--- config.mk ---
export PLATFORM = sky130hd
export DESIGN_NAME = glitc_intercom_echo_scanner
export DESIGN_NICKNAME = d
export VERILOG_FILES = /design/src/rtl/glitc_intercom_pkg.sv /design/src/rtl/glitc_intercom_echo_stats.sv /design/src/rtl/glitc_intercom_echo_scanner.sv
export SDC_FILE = /design/constraint.sdc
export NUM_CORES = 1
export LEC_CHECK = 0
export CAP_MARGIN = 0
export CORE_ASPECT_RATIO = 2
export CORE_MARGIN = 3
export CORE_UTILIZATION = 35
export CTS_BUF_LIST = sky130_fd_sc_hd__clkbuf_4
export DETAILED_ROUTE_END_ITERATION = 12
export GPL_ROUTABILITY_DRIVEN = 0
export PLACE_DENSITY = 0.57
export SLEW_MARGIN = 40
export SYNTH_ARGS = -nofsm -noshare
export SYNTH_HDL_FRONTEND = slang
export SYNTH_HIERARCHICAL = 1
export SYNTH_SLANG_ARGS = --single-unit
--- constraint.sdc ---
create_clock -name clk_i -period 2.22 [get_ports clk_i]
set_clock_uncertainty 0.1 [all_clocks]
set_input_delay 0.333 -clock clk_i [delete_from_list [all_inputs] [get_ports clk_i]]
set_output_delay 0.333 -clock clk_i [all_outputs]
set_load 0.05 [all_outputs]
--- src/rtl/glitc_intercom_pkg.sv ---
// ---------------------------------------------------------------------------
// glitc_intercom_pkg: shared state encoding and watchdog limit for the scanner
// Revision 1.0
// ---------------------------------------------------------------------------
`default_nettype none

package glitc_intercom_pkg;

  typedef enum logic [2:0] {
    ST_IDLE  = 3'd0,
    ST_CLEAR = 3'd1,
    ST_SEND  = 3'd2,
    ST_WAIT  = 3'd3,
    ST_GAP   = 3'd4,
    ST_DONE  = 3'd5
  } state_t;

  // A healthy handler answers within its own latency range plus pipeline slack.
  function automatic int wd_limit(input int latency_width);
    return (1 << latency_width) + 4;
  endfunction

endpackage

`default_nettype wire

--- src/rtl/glitc_intercom_echo_stats.sv ---
// ---------------------------------------------------------------------------
// glitc_intercom_echo_stats: seen/missed counters and latency min/max/sum
// Revision 1.0
// ---------------------------------------------------------------------------
`default_nettype none

module glitc_intercom_echo_stats
  import glitc_intercom_pkg::*;
#(
  parameter int LATENCY_WIDTH = 4,
  parameter int COUNT_WIDTH   = 8
) (
  input  logic                                 clk,
  input  logic                                 rst_n,
  input  logic                                 clear,
  input  logic                                 hit,
  input  logic                                 miss,
  input  logic [LATENCY_WIDTH-1:0]             latency,
  output logic [COUNT_WIDTH-1:0]               seen_cnt,
  output logic [COUNT_WIDTH-1:0]               missed_cnt,
  output logic [LATENCY_WIDTH-1:0]             min_lat,
  output logic [LATENCY_WIDTH-1:0]             max_lat,
  output logic [LATENCY_WIDTH+COUNT_WIDTH-1:0] sum_lat
);

  always_ff @(posedge clk or negedge rst_n) begin
    if (!rst_n) begin
      seen_cnt   <= '0;
      missed_cnt <= '0;
      min_lat    <= '1;
      max_lat    <= '0;
      sum_lat    <= '0;
    end else if (clear) begin
      seen_cnt   <= '0;
      missed_cnt <= '0;
      min_lat    <= '1;
      max_lat    <= '0;
      sum_lat    <= '0;
    end else begin
      if (hit) begin
        seen_cnt <= seen_cnt + 1'b1;
        sum_lat  <= sum_lat + (LATENCY_WIDTH+COUNT_WIDTH)'(latency);
        if (latency < min_lat) min_lat <= latency;
        if (latency > max_lat) max_lat <= latency;
      end
      if (miss) missed_cnt <= missed_cnt + 1'b1;
    end
  end

endmodule

`default_nettype wire

--- src/rtl/glitc_intercom_echo_scanner.sv ---
// ---------------------------------------------------------------------------
// glitc_intercom_echo_scanner: issues echo trials and gathers link statistics
// Revision 1.0
// ---------------------------------------------------------------------------
`default_nettype none

module glitc_intercom_echo_scanner
  import glitc_intercom_pkg::*;
#(
  parameter int LATENCY_WIDTH = 4,
  parameter int COUNT_WIDTH   = 8,
  parameter int GAP_WIDTH     = 8
) (
  input  logic                                 clk_i,
  input  logic                                 rst_n_i,
  input  logic                                 start_i,
  input  logic                                 abort_i,
  input  logic [COUNT_WIDTH-1:0]               count_i,
  input  logic [GAP_WIDTH-1:0]                 gap_i,
  output logic                                 echo_send_o,
  output logic                                 status_rst_o,
  input  logic                                 echo_ready_i,
  input  logic                                 echo_seen_i,
  input  logic [LATENCY_WIDTH-1:0]             echo_latency_i,
  output logic                                 busy_o,
  output logic                                 done_o,
  output logic                                 aborted_o,
  output logic [COUNT_WIDTH-1:0]               sent_o,
  output logic [COUNT_WIDTH-1:0]               seen_o,
  output logic [COUNT_WIDTH-1:0]               missed_o,
  output logic [LATENCY_WIDTH-1:0]             min_latency_o,
  output logic [LATENCY_WIDTH-1:0]             max_latency_o,
  output logic [LATENCY_WIDTH+COUNT_WIDTH-1:0] sum_latency_o
);

  localparam int WD_LIMIT = wd_limit(LATENCY_WIDTH);
  localparam int WD_WIDTH = $clog2(WD_LIMIT + 1);

  state_t                 state;
  state_t                 state_nxt;
  logic [COUNT_WIDTH-1:0] count_q;
  logic [COUNT_WIDTH-1:0] sent_q;
  logic [GAP_WIDTH-1:0]   gap_q;
  logic [GAP_WIDTH-1:0]   gap_cnt;
  logic [WD_WIDTH-1:0]    wd_cnt;
  logic                   aborted_q;

  logic start_run;
  logic run_abort;
  logic result;
  logic timeout;

  assign start_run = (state == ST_IDLE) && start_i;
  // DONE already leads back to IDLE, so an abort there has nothing to stop.
  assign run_abort = abort_i && (state != ST_IDLE) && (state != ST_DONE);
  assign result    = (state == ST_WAIT) && echo_ready_i;
  assign timeout   = (state == ST_WAIT) && !echo_ready_i &&
                     (wd_cnt == WD_WIDTH'(WD_LIMIT - 1));

  always_ff @(posedge clk_i or negedge rst_n_i) begin
    if (!rst_n_i) state <= ST_IDLE;
    else          state <= state_nxt;
  end

  always_comb begin
    state_nxt = state;
    unique case (state)
      ST_IDLE:  if (start_i) state_nxt = (count_i == '0) ? ST_DONE : ST_CLEAR;
      ST_CLEAR: state_nxt = ST_SEND;
      ST_SEND:  state_nxt = ST_WAIT;
      ST_WAIT: begin
        if (result) begin
          if (sent_q == count_q)  state_nxt = ST_DONE;
          else if (gap_q != '0)   state_nxt = ST_GAP;
          else                    state_nxt = ST_SEND;
        end else if (timeout) begin
          state_nxt = ST_DONE;
        end
      end
      ST_GAP:   if (gap_cnt == GAP_WIDTH'(1)) state_nxt = ST_SEND;
      ST_DONE:  state_nxt = ST_IDLE;
      default:  state_nxt = ST_IDLE;
    endcase
    if (run_abort) state_nxt = ST_DONE;
  end

  always_comb begin
    status_rst_o = (state == ST_CLEAR);
    echo_send_o  = (state == ST_SEND);
    busy_o       = (state != ST_IDLE);
    done_o       = (state == ST_DONE);
  end

  always_ff @(posedge clk_i or negedge rst_n_i) begin
    if (!rst_n_i) begin
      count_q   <= '0;
      gap_q     <= '0;
      sent_q    <= '0;
      gap_cnt   <= '0;
      wd_cnt    <= '0;
      aborted_q <= 1'b0;
    end else begin
      if (start_run) begin
        sent_q <= '0;
        if (count_i != '0) begin
          count_q   <= count_i;
          gap_q     <= gap_i;
          aborted_q <= 1'b0;
        end
      end
      if ((state == ST_SEND) && !abort_i) sent_q <= sent_q + 1'b1;
      if (state == ST_SEND)      wd_cnt <= '0;
      else if (state == ST_WAIT) wd_cnt <= wd_cnt + 1'b1;
      if (result)                gap_cnt <= gap_q;
      else if (state == ST_GAP)  gap_cnt <= gap_cnt - 1'b1;
      if (run_abort || timeout) aborted_q <= 1'b1;
    end
  end

  assign sent_o    = sent_q;
  assign aborted_o = aborted_q;

  glitc_intercom_echo_stats #(
    .LATENCY_WIDTH (LATENCY_WIDTH),
    .COUNT_WIDTH   (COUNT_WIDTH)
  ) u_stats (
    .clk        (clk_i),
    .rst_n      (rst_n_i),
    .clear      (start_run),
    .hit        (result && echo_seen_i),
    .miss       ((result && !echo_seen_i) || (timeout && !abort_i)),
    .latency    (echo_latency_i),
    .seen_cnt   (seen_o),
    .missed_cnt (missed_o),
    .min_lat    (min_latency_o),
    .max_lat    (max_latency_o),
    .sum_lat    (sum_latency_o)
  );

endmodule

`default_nettype wire

==> metrics.csv, run 1 <==
metric;value;unit
place_area;0.00544;mm^2
die_h;162;um
worst_ep_required_time;1.79;ns
ys_types;61;
vias;3631;
netlist_area;0.00424;mm^2
nets;588;
htree_levels;3;
ys_warn_count;6;
drt_iter0_drc;132;
clk_pin_slew;0.13;ns
grt_pass1_vias;3807;
r2r-start;state[2];
die-area;0.0135;mm^2
critPathMaxStageDelay;0.83;ns
tightest_slew;0.538;ns
antenna_found_initial;1;
synth_fp_nets;472;
arrival;1.69;ns
grt_max_degree;58;
grt_pass1_wl;18300;um
powerDensity;1100;mW/mm^2
design.core.area;0.0118;mm^2
syn_to_final_growth;33.3;%
setup_viol;0;
rr_worst_depth;9;
cts_sinks;77;
hpwl;8330;um
drv_cap;0;
design_area;0.00565;mm^2
drv_slew;0;
drc;0;
critPathKind;flop to output port;
p_leak;2.72;nW
routed.top_layer;met4;
hp-class;primary input to asynchronous set/reset pin;
netlist_top_cells_count;dfrtp_1, nand2_1, nor2_1;
synth_cells;428;
cellInternalPower;3.54;mW
clock_latency;0.42;ns
yosysMostFrequentCell;dfrtp_1;
power_frac_clock;13.5;%
drtAntennaViolNets;0;
io_pins;75;
cts_buffer_depth;2;
fillers;1166;
p_seq_share;36.2;%
cts_tree;yes;
critPathCaptureType;output port;
drive_above_1_share;18.6;%
cp_cell_sequence;clkdlybuf4s50_1;
slew_headroom;64.0;%
fin_crit;2.12;ns
yosysTopAreaCell;dfrtp_1;
start_util;36.0;%
synth-main-ff-cell;dfrtp_1;
netlist.area_leader.share;43.1;%
r2r_slack;0.14;ns
wl_met2;5990;um
finalCoreUtilization;48.0;%
fin_crit_sh;95.5;%
firstDrtPassIters;4;
cp_num_buf_inv;1;
startpoint_type;flop;
crit_fanout;4;
whs;0.228;ns
p_comb_share;50.4;%
drt-met1-wl;4190;um
wl_per_cell;15.7;um
async_flop_share;100;%
dp_slack;-0.138;ns
fmax;472;MHz
wl_met3;469;um
clockRootBuffer;clkbuf_4;
grt_usage;16.7;%
synth-seq-cells;77;
hold_viol;0;
critPathTopFamily;buffers and inverters;
synth_edf_count;0;
io_buffer_count;74;
final.setup.worst_slack;0.101;ns
instances_no_fill;694;
cp_slowest_cell;clkdlybuf4s50_1;
switching_share;43.1;%
regToRegEndpoint;u_stats/min_lat[3];
status;completed;
place_inst;676;
vdd_drop_max;0.000668;V
via_per_inst;5.23;
synth_area_leaders;dfrtp_1, ha_1, o21ai_0;
grt.overflow.total;0;
rows;56;
wl;10900;um
synth.avg_cell_area;9.90;um^2
numCtsBuffers;9;
synth_seq_area_share;45.6;%
die_x;83.8;um
p_sw;2.68;mW
[logic make-up (layout without fill, tap and decap cells)]
kind of cell	after synthesis	in the layout	synth area share [%]
buffers and inverters	31	151	3.37
xor gates and xnor gates	20	20	4.13
AOI/OAI and AO/OA	94	94	14.7
DFF	77	77	45.6
and+or+nand+nor	166	166	20.3
other	0	1	0
muxes	22	22	6.47
adders and majority gates	18	18	5.49
[state kept, by name, summed over array words and instances, names as in the netlist]
register            cells
u_stats/sum_lat        12
count_q                 8
gap_cnt                 8
gap_q                   8
sent_o                  8
u_stats/missed_cnt      8
u_stats/seen_cnt        8
wd_cnt                  5
u_stats/max_lat         4
u_stats/min_lat         4
state                   3
aborted_o               1
[final cells by class]
cell class / count / area [um^2] / share of cell area (%)
clock inverters: 5 / 52.6 / 0.931
flip-flops and latches: 77 / 1930 / 34.2
diodes: 1 / 2.50 / 0.0443
repair buffers: 119 / 1140 / 20.3
inverters: 17 / 63.8 / 1.13
clock buffers: 10 / 75.1 / 1.33
well taps: 145 / 181 / 3.21
multi-input cells: 320 / 2190 / 38.9
[layer usage]
layer	vias up	GRT usage [%]
met5	-	0
met4	0	5.93
met3	14	3.73
met2	91	32.1
met1	1756	17.3
li1	1770	-
[power groups by stage]
stage / Combinational [mW] / Sequential, mW / Clock (mW)
6_report: 3.13 / 2.25 / 0.837
5_1_grt: 3.42 / 2.31 / 0.945
4_1_cts: 3.14 / 2.24 / 0.890
3_5_place_dp: 3.15 / 2.27 / 0
3_3_place_gp: 3.10 / 2.26 / 0
2_1_floorplan: 1.61 / 2.68 / 0
[cells in the final DEF, fill, tap and decap left out, drive strengths merged, types with 8 or more instances in the layout]
cell	netlist	final
buf	6	49
nand3	14	14
nand4	11	11
nand2	48	48
clkbuf	8	10
dlymetal6s2s	0	12
ha	17	17
a21oi	23	23
mux2	13	13
clkdlybuf4s50	0	50
nor2	39	39
mux2i	9	9
dfrtp	73	73
xor2	15	15
or3	10	10
inv	16	16
nor3	8	8
o21ai	38	38
[worst max-delay path by stage]
stage	start	endpoint	slack, ns	cells past startpoint
after CTS	u_stats/sum_lat[5]	sum_latency_o[5]	0.006	1
after global routing	state[2]	u_stats/min_lat[3]	-0.02	9
after floorplan	state[2]	u_stats/sum_lat[11]	0.0006	9
final	u_stats/sum_lat[9]	sum_latency_o[9]	0.10	1
after detailed placement	echo_ready_i	u_stats/min_lat[0]	-0.14	8
after global placement	echo_latency_i[0]	u_stats/sum_lat[8]	-0.09	8
[timing repair]
| item | 4_1_cts | 5_1_grt |
|---|---|---|
| hold buffers | 1 | 0 |
| buffers inserted | 0 | 1 |
| endpoints found under the hold margin | 20 | 0 |
| gates cloned | 0 | 0 |
| gates resized for setup | 8 | 20 |
| setup endpoints to repair | 8 | 34 |
| pin swaps | 0 | 1 |
[metrics by stage]
stage	TNS (ns)	power, mW
after CTS	0	6.27
after global placement	-0.806	5.36
after detailed placement	-1.89	5.43
after global routing	-0.0206	6.68
after floorplan	0	4.29
final	0	6.22
Power figures use the tool's default switching activity.
==> run 2, diff against run 1 <==
CORE_MARGIN = default   (was 3)
==> metrics.csv, run 2 (same netlist as run 1, synthesis figures left out) <==
metric;value;unit;change
status;completed;;
cp_num_buf_inv;1;;unchanged
grt_pass1_vias;3664;;-3.8%
drt_iter0_drc;115;;-13%
rows;56;;unchanged
vdd_drop_max;0.000687;V;+2.9%
firstDrtPassIters;5;;+1
cellInternalPower;3.55;mW;+0.26%
nets;591;;+0.51%
design.core.area;0.0118;mm^2;unchanged
drc;0;;unchanged
via_per_inst;5.21;;-0.44%
fmax;469;MHz;-0.58%
slew_headroom;66.1;%;+2.0 points
die-area;0.0126;mm^2;-7.1%
fin_crit;2.13;ns;+0.0123 ns
numCtsBuffers;9;;unchanged
crit_fanout;6;;+2
cts_sinks;77;;unchanged
syn_to_final_growth;33.8;%;
critPathMaxStageDelay;0.83;ns;about the same
r2r_slack;0.12;ns;-0.02 ns
worst_ep_required_time;1.79;ns;about the same
grt.overflow.total;0;;unchanged
critPathTopFamily;buffers and inverters;;
p_leak;2.70;nW;-0.50%
p_sw;2.71;mW;+1.3%
top_register;u_stats/sum_lat;;
drive_above_1_share;19.4;%;+0.77 points
grt_pass1_wl;17600;um;-3.8%
powerDensity;1100;mW/mm^2;+0.29%
critPathCaptureType;output port;;
cts_tree;yes;;
clockRootBuffer;clkbuf_4;;
fin_crit_sh;96.0;%;+0.55 points
final_cell_mix;dfrtp_1, clkdlybuf4s50_1, buf_4, nand2_1;;
clock_latency;0.42;ns;about the same
rr_worst_depth;8;;-1
wl_per_cell;15.5;um;-1.3%
die_x;79.8;um;-4.8%
place_inst;678;;+0.30%
r2r-start;state[0];;
whs;0.273;ns;+0.0454 ns
drtAntennaViolNets;0;;unchanged
fillers;1135;;-2.7%
hp-class;primary input to asynchronous set/reset pin;;
cts_buffer_depth;2;;unchanged
io_pins;75;;unchanged
antenna_found_initial;1;;unchanged
switching_share;43.4;%;+0.24 points
layout_commonest_cell;dfrtp_1;;
largest_reg_flops;12;;unchanged
cp_cell_sequence;clkdlybuf4s50_1;;
drv_cap;0;;unchanged
p_comb_share;50.1;%;-0.3 points
arrival;1.70;ns;about the same
htree_levels;3;;unchanged
startpoint_type;flop;;
regToRegEndpoint;u_stats/min_lat[0];;
grt_usage;18.3;%;+1.7 points
grt_max_degree;27;;-53%
p_seq_share;36.2;%;about the same
hold_viol;0;;unchanged
wl;10800;um;-0.70%
power_frac_clock;13.7;%;+0.2 points
instances_no_fill;698;;+0.58%
rsz0062_at_grt;no;;
start_util;36.0;%;unchanged
setup_viol;0;;unchanged
vias;3636;;+0.14%
tightest_slew;0.505;ns;-0.0336 ns
drv_slew;0;;unchanged
clk_pin_slew;0.13;ns;about the same
cp_slowest_cell;clkdlybuf4s50_1;;
die_h;158;um;-2.5%
hpwl;8300;um;-0.34%
io_buffer_count;74;;unchanged
critPathKind;flop to output port;;
[run 2: changes by cell type in the layout (fill, tap and decap cells not counted), sizes merged]
cell / delta
clkdlybuf4s50: +2
dlygate4sd2: -1
clkinvlp: +1
buf: +3
dlymetal6s2s: -1
[run 2: repair_timing]
| action | 4_1_cts | 5_1_grt |
|---|---|---|
| buffers inserted | 0 | 2 |
| endpoints found under the setup margin | 18 | 30 |
| resized for setup | 9 | 17 |
| pin swaps | 0 | 1 |
| endpoints found under the hold margin | 22 | 0 |
| hold buffers | 1 | 0 |
[run 2: metrics by stage]
step	util (%)	setup slack, ns	setup TNS, ns	area (um^2)	power (mW)
final	48.2	0.0886	0	5670	6.26
after global routing	48.2	0.0000849	0	5670	6.71
after CTS	47.6	0.00316	0	5600	6.30
after detailed placement	46.3	-0.296	-4.01	5460	5.44
after global placement	46.3	-0.244	-3.03	5460	5.38
after floorplan	-	0.000621	0	4240	4.29
[run 2: how the worst max path moves through the flow]
stage,from,end,slack (ns),depth (start not counted)
final,u_stats/sum_lat[5],sum_latency_o[5],0.09,1
after global routing,sent_o[5],sent_o[5],0.00008,1
after CTS,sent_o[4],sent_o[4],0.003,1
after detailed placement,echo_ready_i,u_stats/min_lat[0],-0.30,7
after global placement,echo_ready_i,u_stats/sum_lat[11],-0.24,7
after floorplan,state[2],u_stats/sum_lat[11],0.0006,9
[run 2: per-layer routing]
metal	GRT usage [%]	vias to the layer above	part of all wire, %
met3	3.46	10	3.0
li1	-	1780	-
met2	35.3	79	57
met5	0	-	0
met1	19.1	1767	38
met4	6.55	0	1.7
[run 2: area by class of cell]
type | instances | area (um^2) | share of cell area, %
inverter | 17 | 63.8 | 1.13
clock inverter | 6 | 63.8 | 1.13
tap | 145 | 181 | 3.20
antenna | 1 | 2.50 | 0.0442
multi-input combinational | 320 | 2190 | 38.6
clock buffer | 10 | 75.1 | 1.32
timing repair buffer | 122 | 1160 | 20.5
sequential | 77 | 1930 | 34.1
[run 2: worst register-to-register path: stages (launching register included)]
cell and delay, ns:
dfrtp_1 0.43, buf_4 0.17, and4b_1 0.18, and2_2 0.26, nand2b_1 0.17, a2111oi_4 0.06
buf_4 0.16, buf_4 0.13, o311ai_0 0.34
[run 2: power by group through the flow]
stage,clock (mW),sequential [mW],combinational (mW)
floorplan,0,2.68,1.61
global placement,0,2.30,3.09
detailed placement,0,2.30,3.15
CTS,0.897,2.27,3.13
global route,0.958,2.34,3.41
finish,0.858,2.27,3.13
==> run 3, diff against run 2 <==
CORE_MARGIN = 2   (was default)
==> metrics.csv, run 3 (same netlist as run 1, synthesis figures left out) <==
metric;value;unit;change
grt_usage;17.3;%;-1.1 points
finalCoreUtilization;47.9;%;-0.26 points
cts_tree;yes;;
critPathKind;flop to flop;;
layout_commonest_cell;dfrtp_1;;
r2r_slack;0.05;ns;-0.07 ns
final_cell_mix;dfrtp_1, nand2_1, clkdlybuf4s50_1, buf_4;;
hold_viol;0;;unchanged
drive_above_1_share;18.9;%;-0.47 points
fillers;1165;;+2.6%
arrival;2.39;ns;+0.69 ns
drv_slew;0;;unchanged
rows;56;;unchanged
clockRootBuffer;clkbuf_4;;
drv_cap;0;;unchanged
slew_headroom;44.9;%;-21 points
critPathMaxStageDelay;0.68;ns;-0.15 ns
cp_slowest_cell;nor2_2;;
clk_pin_slew;0.15;ns;+0.02 ns
fin_crit;2.17;ns;+0.0373 ns
numCtsBuffers;9;;unchanged
grt_max_degree;34;;+26%
rsz0062_at_grt;yes;;
via_per_inst;5.24;;+0.51%
vias;3644;;+0.22%
status;completed;;
wl_per_cell;15.4;um;-0.83%
grt.overflow.total;0;;unchanged
ff_latch_area;0.00193;mm^2;unchanged
setup_viol;0;;unchanged
hpwl;8120;um;-2.1%
die_h;160;um;+1.3%
crit_fanout;13;;+7
startpoint;state[0];;
p_leak;2.76;nW;+1.9%
die_x;81.8;um;+2.5%
io_pins;75;;unchanged
design.core.area;0.0118;mm^2;unchanged
grt_pass1_wl;17500;um;-0.32%
io_buffer_count;74;;unchanged
hp-class;primary input to asynchronous set/reset pin;;
cts_buffer_depth;2;;unchanged
critPathTopFamily;simple AND/OR/NAND/NOR gates;;
drtAntennaViolNets;0;;unchanged
cts_sinks;77;;unchanged
largest_reg_flops;12;;unchanged
powerDensity;1090;mW/mm^2;-0.94%
cp_cell_sequence;nor3_1, nand2_1, nor2_2, mux2_2;;
antenna_found_initial;1;;unchanged
startpoint_type;flop;;
tightest_slew;0.826;ns;+0.322 ns
rr_worst_depth;4;;-4
fin_crit_sh;97.7;%;+1.7 points
instances_no_fill;696;;-0.29%
die-area;0.0131;mm^2;+3.8%
place_inst;677;;-0.15%
critPathCaptureType;flop;;
vdd_drop_max;0.000674;V;-1.8%
fmax;461;MHz;-1.7%
syn_to_final_growth;33.1;%;
cp_num_buf_inv;0;;-1
grt_pass1_vias;3666;;+0.055%
nets;589;;-0.34%
top_register;u_stats/sum_lat;;
drt_iter0_drc;165;;+43%
start_util;36.0;%;unchanged
clock_latency;0.44;ns;+0.02 ns
htree_levels;3;;unchanged
firstDrtPassIters;4;;-1
place_area;0.00545;mm^2;-0.14%
r2r-start;state[0];;
multiInputGateArea;0.00218;mm^2;-0.34%
drc;0;;unchanged
design_area;0.00564;mm^2;-0.53%
tns;0;ns;unchanged
wl;10700;um;-1.1%
worst_ep_required_time;2.44;ns;+0.65 ns
regToRegEndpoint;count_q[3];;
## run 3: cell types whose count changed in the layout (fill, tap and decap cells not counted), sizes merged
cell	previous run	this run
bufinv	1	0
dlygate4sd2	6	10
buf	52	50
clkdlybuf4s50	52	45
clkinv	4	3
clkbuf	10	9
inv	16	18
clkinvlp	2	3
dlymetal6s2s	11	14
## run 3: how the worst max path moves through the flow
| stage | endpoint | slack, ns | cells past startpoint |
|---|---|---|---|
| after detailed placement | u_stats/sum_lat[11] | -0.26 | 7 |
| final | count_q[3] | 0.05 | 4 |
| after CTS | echo_send_o | 0.004 | 4 |
| after global placement | u_stats/sum_lat[11] | -0.22 | 7 |
| after floorplan | u_stats/sum_lat[11] | 0.0006 | 9 |
| after global routing | count_q[3] | -0.04 | 4 |
## run 3: what timing repair did
item | CTS | global route
hold buffers | 1 | 0
setup endpoints to repair | 11 | 31
pin swaps | 0 | 1
resized for setup | 11 | 21
endpoints found under the hold margin | 25 | 0
setup buffers | 0 | 1
## run 3: area by class of cell
cell class / count / share of cell area, %
tap: 145 / 3.22
clock inverter: 7 / 1.02
clock buffer: 9 / 1.20
timing repair buffer: 120 / 20.4
antenna: 1 / 0.0444
inverter: 17 / 1.13
multi-input combinational: 320 / 38.7
sequential: 77 / 34.3
## run 3: power by group
part	switching, mW	leakage [nW]	internal [mW]
logic	1.78	1.70	1.34
registers	0.407	0.994	1.84
clock network	0.558	0.0592	0.240
## run 3: routing by layer
metal	part of all wire [%]	GRT usage, %
met4	1.8	5.91
met3	3.9	3.23
met1	39	18.8
met5	0	0
met2	55	31.9
## run 3: through the flow
stage	worst slack [ns]	hold slack [ns]	total power [mW]
after floorplan	0.000621	-0.0626	4.29
after global placement	-0.218	0.200	5.37
after detailed placement	-0.259	0.209	5.43
after CTS	0.00435	0.242	6.20
after global routing	-0.0412	0.261	6.63
final	0.0513	0.247	6.17
